==> src/rtl/multdiv_seq.sv <==
// Iterative signed multiply (shift-add) / divide (restoring), WIDTH iterations per op.
// Optional build macro MULTDIV_DIV0_FAST_EN: a divide by zero completes after one iteration cycle.
module multdiv_seq #(
    parameter int WIDTH = 32
) (
    input  logic             clock,
    input  logic             reset_n,
    input  logic             ctrl_MULT,
    input  logic             ctrl_DIV,
    input  logic [WIDTH-1:0] data_operandA,
    input  logic [WIDTH-1:0] data_operandB,
    output logic [WIDTH-1:0] data_result,
    output logic             data_exception,
    output logic             data_resultRDY,
    output logic             busy
);

    localparam int            CW       = (WIDTH > 1) ? $clog2(WIDTH) : 1;
    localparam logic [CW-1:0] CNT_LAST = CW'(WIDTH - 1);

    typedef enum logic [1:0] {
        ST_IDLE = 2'd0,
        ST_MULT = 2'd1,
        ST_DIV  = 2'd2,
        ST_DONE = 2'd3
    } state_t;

    state_t             state_q;
    logic [CW-1:0]      cnt_q;
    logic               neg_q;
    logic [WIDTH-1:0]   opnd_q;
    logic [WIDTH-1:0]   rem_q;
    logic [WIDTH-1:0]   quo_q;
    logic [2*WIDTH-1:0] acc_q;

    logic [WIDTH:0]     mul_sum_s;
    logic [2*WIDTH-1:0] mul_acc_d;
    logic [2*WIDTH-1:0] mul_prod_s;
    logic               mul_exc_s;
    logic [WIDTH:0]     div_shift_s;
    logic               div_ge_s;
    logic [WIDTH-1:0]   div_rem_d;
    logic [WIDTH-1:0]   div_quo_d;
    logic [WIDTH-1:0]   div_res_s;
    logic               div_exc_s;
    logic               dvsr_zero_s;
    logic               div_skip_s;
    logic               start_mul_s;
    logic               start_div_s;
    logic               last_iter_s;

    // Unsigned magnitude; MIN_INT maps to 2^(WIDTH-1), which still fits in WIDTH unsigned bits.
    function automatic logic [WIDTH-1:0] magnitude(input logic [WIDTH-1:0] v);
        magnitude = v[WIDTH-1] ? ({WIDTH{1'b0}} - v) : v;
    endfunction

    assign start_mul_s = ctrl_MULT & ~ctrl_DIV;
    assign start_div_s = ctrl_DIV & ~ctrl_MULT;
    assign last_iter_s = (cnt_q == CNT_LAST);

`ifdef MULTDIV_DIV0_FAST_EN
    assign div_skip_s = dvsr_zero_s;
`else
    assign div_skip_s = 1'b0;
`endif

    // Multiply step: {hi, multiplier} accumulator shifted right, signed product from next value
    always_comb begin
        mul_sum_s  = {1'b0, acc_q[2*WIDTH-1:WIDTH]}
                   + (acc_q[0] ? {1'b0, opnd_q} : {(WIDTH+1){1'b0}});
        mul_acc_d  = {mul_sum_s, acc_q[WIDTH-1:1]};
        mul_prod_s = neg_q ? ({(2*WIDTH){1'b0}} - mul_acc_d) : mul_acc_d;
        mul_exc_s  = ~((&mul_prod_s[2*WIDTH-1:WIDTH-1]) | ~(|mul_prod_s[2*WIDTH-1:WIDTH-1]));
    end

    // Restoring divide step; a positive quotient with the top bit set is the MIN_INT / -1 overflow
    always_comb begin
        dvsr_zero_s = (opnd_q == {WIDTH{1'b0}});
        div_shift_s = {rem_q, quo_q[WIDTH-1]};
        div_ge_s    = (div_shift_s >= {1'b0, opnd_q});
        div_rem_d   = WIDTH'(div_ge_s ? (div_shift_s - {1'b0, opnd_q}) : div_shift_s);
        div_quo_d   = {quo_q[WIDTH-2:0], div_ge_s};
        if (dvsr_zero_s) begin
            div_res_s = {WIDTH{1'b0}};
            div_exc_s = 1'b1;
        end else begin
            div_res_s = neg_q ? ({WIDTH{1'b0}} - div_quo_d) : div_quo_d;
            div_exc_s = ~neg_q & div_quo_d[WIDTH-1];
        end
    end

    // Control FSM with registered datapath and outputs
    always_ff @(posedge clock or negedge reset_n) begin
        if (!reset_n) begin
            state_q        <= ST_IDLE;
            cnt_q          <= {CW{1'b0}};
            neg_q          <= 1'b0;
            opnd_q         <= {WIDTH{1'b0}};
            rem_q          <= {WIDTH{1'b0}};
            quo_q          <= {WIDTH{1'b0}};
            acc_q          <= {(2*WIDTH){1'b0}};
            data_result    <= {WIDTH{1'b0}};
            data_exception <= 1'b0;
            data_resultRDY <= 1'b0;
            busy           <= 1'b0;
        end else begin
            case (state_q)
                ST_IDLE, ST_DONE: begin
                    data_resultRDY <= 1'b0;
                    cnt_q          <= {CW{1'b0}};
                    if (start_mul_s) begin
                        state_q <= ST_MULT;
                        busy    <= 1'b1;
                        neg_q   <= data_operandA[WIDTH-1] ^ data_operandB[WIDTH-1];
                        opnd_q  <= magnitude(data_operandA);
                        acc_q   <= {{WIDTH{1'b0}}, magnitude(data_operandB)};
                    end else if (start_div_s) begin
                        state_q <= ST_DIV;
                        busy    <= 1'b1;
                        neg_q   <= data_operandA[WIDTH-1] ^ data_operandB[WIDTH-1];
                        opnd_q  <= magnitude(data_operandB);
                        quo_q   <= magnitude(data_operandA);
                        rem_q   <= {WIDTH{1'b0}};
                    end else begin
                        state_q <= ST_IDLE;
                        busy    <= 1'b0;
                    end
                end
                ST_MULT: begin
                    acc_q <= mul_acc_d;
                    cnt_q <= cnt_q + CW'(1);
                    if (last_iter_s) begin
                        state_q        <= ST_DONE;
                        busy           <= 1'b0;
                        data_resultRDY <= 1'b1;
                        data_result    <= mul_prod_s[WIDTH-1:0];
                        data_exception <= mul_exc_s;
                    end
                end
                ST_DIV: begin
                    rem_q <= div_rem_d;
                    quo_q <= div_quo_d;
                    cnt_q <= cnt_q + CW'(1);
                    if (last_iter_s || div_skip_s) begin
                        state_q        <= ST_DONE;
                        busy           <= 1'b0;
                        data_resultRDY <= 1'b1;
                        data_result    <= div_res_s;
                        data_exception <= div_exc_s;
                    end
                end
                default: begin
                    state_q        <= ST_IDLE;
                    busy           <= 1'b0;
                    data_resultRDY <= 1'b0;
                end
            endcase
        end
    end

endmodule
==> config.mk <==
export PLATFORM = sky130hd
export DESIGN_NAME = multdiv_seq
export DESIGN_NICKNAME = d
export VERILOG_FILES = /design/src/rtl/multdiv_seq.sv
export SDC_FILE = /design/constraint.sdc
export NUM_CORES = 1
export LEC_CHECK = 0
export CAP_MARGIN = 20
export CORE_UTILIZATION = 40
export DETAILED_ROUTE_END_ITERATION = 10
export SETUP_SLACK_MARGIN = 0.02
export SYNTH_ARGS = -nofsm -noshare
export SYNTH_HDL_FRONTEND = slang
export SYNTH_SLANG_ARGS = --single-unit
==> constraint.sdc <==
create_clock -name clock -period 5.3 [get_ports clock]
set_input_delay 1.06 -clock clock [delete_from_list [all_inputs] [get_ports clock]]
set_output_delay 1.06 -clock clock [all_outputs]
set_load 0.005 [all_outputs]
==> results.json <==
{
  "syn_nets": 2212,
  "synthTopCellsByArea": "dfrtp_1 30%, o21ai_0 6.3%, nand2_1 5.6%",
  "clk_latency_ns": 0.58,
  "async_reset_ff_share_pct": 100.0,
  "min_period_ns": 5.075,
  "nets": 2290,
  "synth_ff_type": "dfrtp_1",
  "hold_viol": 0,
  "die_w_um": 207.8,
  "outcome": "finished clean",
  "synth_common_cells": "251 x nand2_1, 212 x o21ai_0, 203 x dfrtp_1, 115 x nor2_1, 113 x a21oi_1",
  "fin_util_pct": 47.05,
  "grt_pass1_vias": 15690,
  "grt_use_total_pct": 28.11,
  "stdcell_area_um2": 19690,
  "crit_type": "reg -> reg",
  "initial_core_util_pct": 40.46,
  "drtIter0Drc": 1376,
  "clock_sinks": 203,
  "p_per_area_nw_per_um2": 520.5,
  "layout_setup_ws_ns": 0.2255,
  "regArea_um2": 5081,
  "dpl-instance-area_um2": 18700,
  "start_kind": "flip-flop",
  "viasPerCell": 6.043,
  "rsz0062_at_grt": "true",
  "antenna-diode-count": 0,
  "tightest_slew_ns": 1.183,
  "hold_class": "reg -> reg",
  "finClkSkew_ns": 0.04033,
  "p_leak_nw": 8.537,
  "fp.coreArea_um2": 41850,
  "ios": 103,
  "clock-root-buffer": "clkbuf_16",
  "die_height_um": 207.8,
  "rrSetupSlack_ns": 0.23,
  "hpwl_mm": 46.28,
  "port_buffers": 102,
  "grt_max_degree": 89,
  "slew_violations": 0,
  "crit_required_ns": 5.75,
  "grt_pass1_wl_mm": 94.49,
  "fmax_ghz": 0.1971,
  "synth_cells": 2067,
  "setup_viol": 0,
  "overflow": 0,
  "synth_edf_count": 0,
  "post-synth-top-count-cell": "nand2_1",
  "antenna_found_initial": 1,
  "drcViolationCount": 0,
  "fin_crit_sh_pct": 95.75,
  "synth_warnings": 0,
  "rows": 75,
  "cap_violations": 0,
  "clk_pin_slew_ns": 0.06,
  "syn_to_final_growth_pct": 16.28,
  "ys_ff_latch": 203,
  "multi_input_area_um2": 11250,
  "endpoint_kind": "flip-flop",
  "critPathArrivalTime_ns": 5.52,
  "numCtsBuffers": 27,
  "synthesis.area_um2": 16930,
  "wl_per_cell_um": 22.52,
  "critPathMaxFanout": 6,
  "peakVddDrop_mv": 0.2852,
  "h-tree-depth": 1,
  "hold_ws_ns": 0.4615,
  "synth_top_cell_area_share_pct": 30.00,
  "cts_tree": "yes",
  "dieArea_um2": 43160,
  "wirelength_mm": 60.91,
  "first_pass_iters": 5,
  "ys_types": 85,
  "drive_gt1_share_pct": 8.218,
  "ys_seq_area_share_pct": 30.00,
  "dp_worst_setup_slack_ns": 0.1644,
  "vias": 16350,
  "n_fill_cell": 4143,
  "ant_nets": 0,
  "avgSynthCellArea_um2": 8.192,
  "gp_congestion": 0.9953,
  "cts_hold_buf": 0,
  "slew_headroom_pct": 21.11,
  "cts_buffer_depth": 3,
  "yosys.area.top_type": "dfrtp_1"
}
==> logic make-up after synthesis <==
logic type | after synthesis | share of synthesized area, %
simple gates | 690 | 20.70
xor+xnor | 179 | 9.258
compound gates | 656 | 25.54
fa+ha+maj | 77 | 5.778
mux | 78 | 4.625
buf+inv | 184 | 4.101
flops | 203 | 30.00
==> timing repair <==
item	CTS	global route
endpoints found under the setup margin	0	4
buffers inserted	0	2
gates resized for setup	0	17
==> routing by layer <==
metal	track usage (%)	vias to the layer above	wire [µm]	part of all wire [%]
li1	-	7722	-	-
met1	38.98	7874	27300	45
met2	44.41	632	27380	45
met3	3.495	115	3796	6.2
met4	11.26	2	2427	4.0
met5	0	-	13	0.021
==> final timing paths <==
check                                       from                          to  depth (start not counted)
min                           cnt_q[0]$_DFF_PN0_          cnt_q[0]$_DFF_PN0_                          1
min reg2reg                   cnt_q[0]$_DFF_PN0_          cnt_q[0]$_DFF_PN0_                          1
max                        opnd_q[0]$_DFFE_PN0P_  data_exception$_DFFE_PN0P_                         16
max in group asynchronous                reset_n       acc_q[17]$_DFFE_PN0P_                          2
min in group asynchronous                reset_n       acc_q[40]$_DFFE_PN0P_                          1
max reg2reg                opnd_q[0]$_DFFE_PN0P_  data_exception$_DFFE_PN0P_                         16
==> worst max-delay path, cell delays in order, from the launching register on <==
cell	delay, ns
dfrtp_1	0.41
and2_1	0.20
ha_1	0.23
fa_1	0.41
a211o_1	0.38
a21oi_1	0.27
o22ai_1	0.15
or3_4	0.41
or3_4	0.39
nor4_4	0.45
nand4_4	0.19
or4_4	0.61
a21oi_1	0.18
a21oi_1	0.05
nand4b_1	0.21
o311ai_1	0.30
o21ai_1	0.11
==> registers in the layout, summed over array words and instances, names as in the netlist <==
name,count
neg_q,1
acc_q,64
state_q,2
busy,1
data_exception,1
data_resultRDY,1
rem_q,32
quo_q,32
cnt_q,5
data_result,32
opnd_q,32
==> final cells by class <==
cell class / instances / area share [%]
clock buffer: 33 / 3.800
clock inverter: 17 / 0.8451
inverter: 71 / 1.354
multi-input combinational: 1680 / 57.15
sequential: 203 / 25.81
tap: 539 / 3.425
timing repair buffer: 162 / 7.625
==> power breakdown <==
part / switching, mW / leakage [nW] / total [mW] / internal (mW)
logic: 3.56 / 5.44 / 5.71 / 2.15
registers: 0.648 / 2.66 / 2.65 / 2.00
clock network: 0.786 / 0.440 / 1.89 / 1.11
==> cell usage in the layout (no fill, tap or decap), types with 45 or more instances in the layout <==
master           synthesis  layout
a21o_1                  45      45
a21oi_1                113     113
buf_4                    0      58
clkdlybuf4s50_1          0     101
dfrtp_1                203     202
ha_1                    75      74
inv_1                   70      69
mux2i_1                 76      75
nand2_1                251     251
nor2_1                 115     115
nor3_1                  48      47
o21ai_0                212     210
xnor2_1                 98      98
xor2_1                  81      81
==> per-stage QoR <==
step	std cells	TNS, ns	power (mW)
after floorplan	2067	0	6.373
after global placement	2653	0	8.208
after detailed placement	2653	0	8.239
after CTS	2703	0	10.18
after global routing	2705	-0.01521	10.96
final	2705	0	10.25
(Power assumes the default switching activity.)
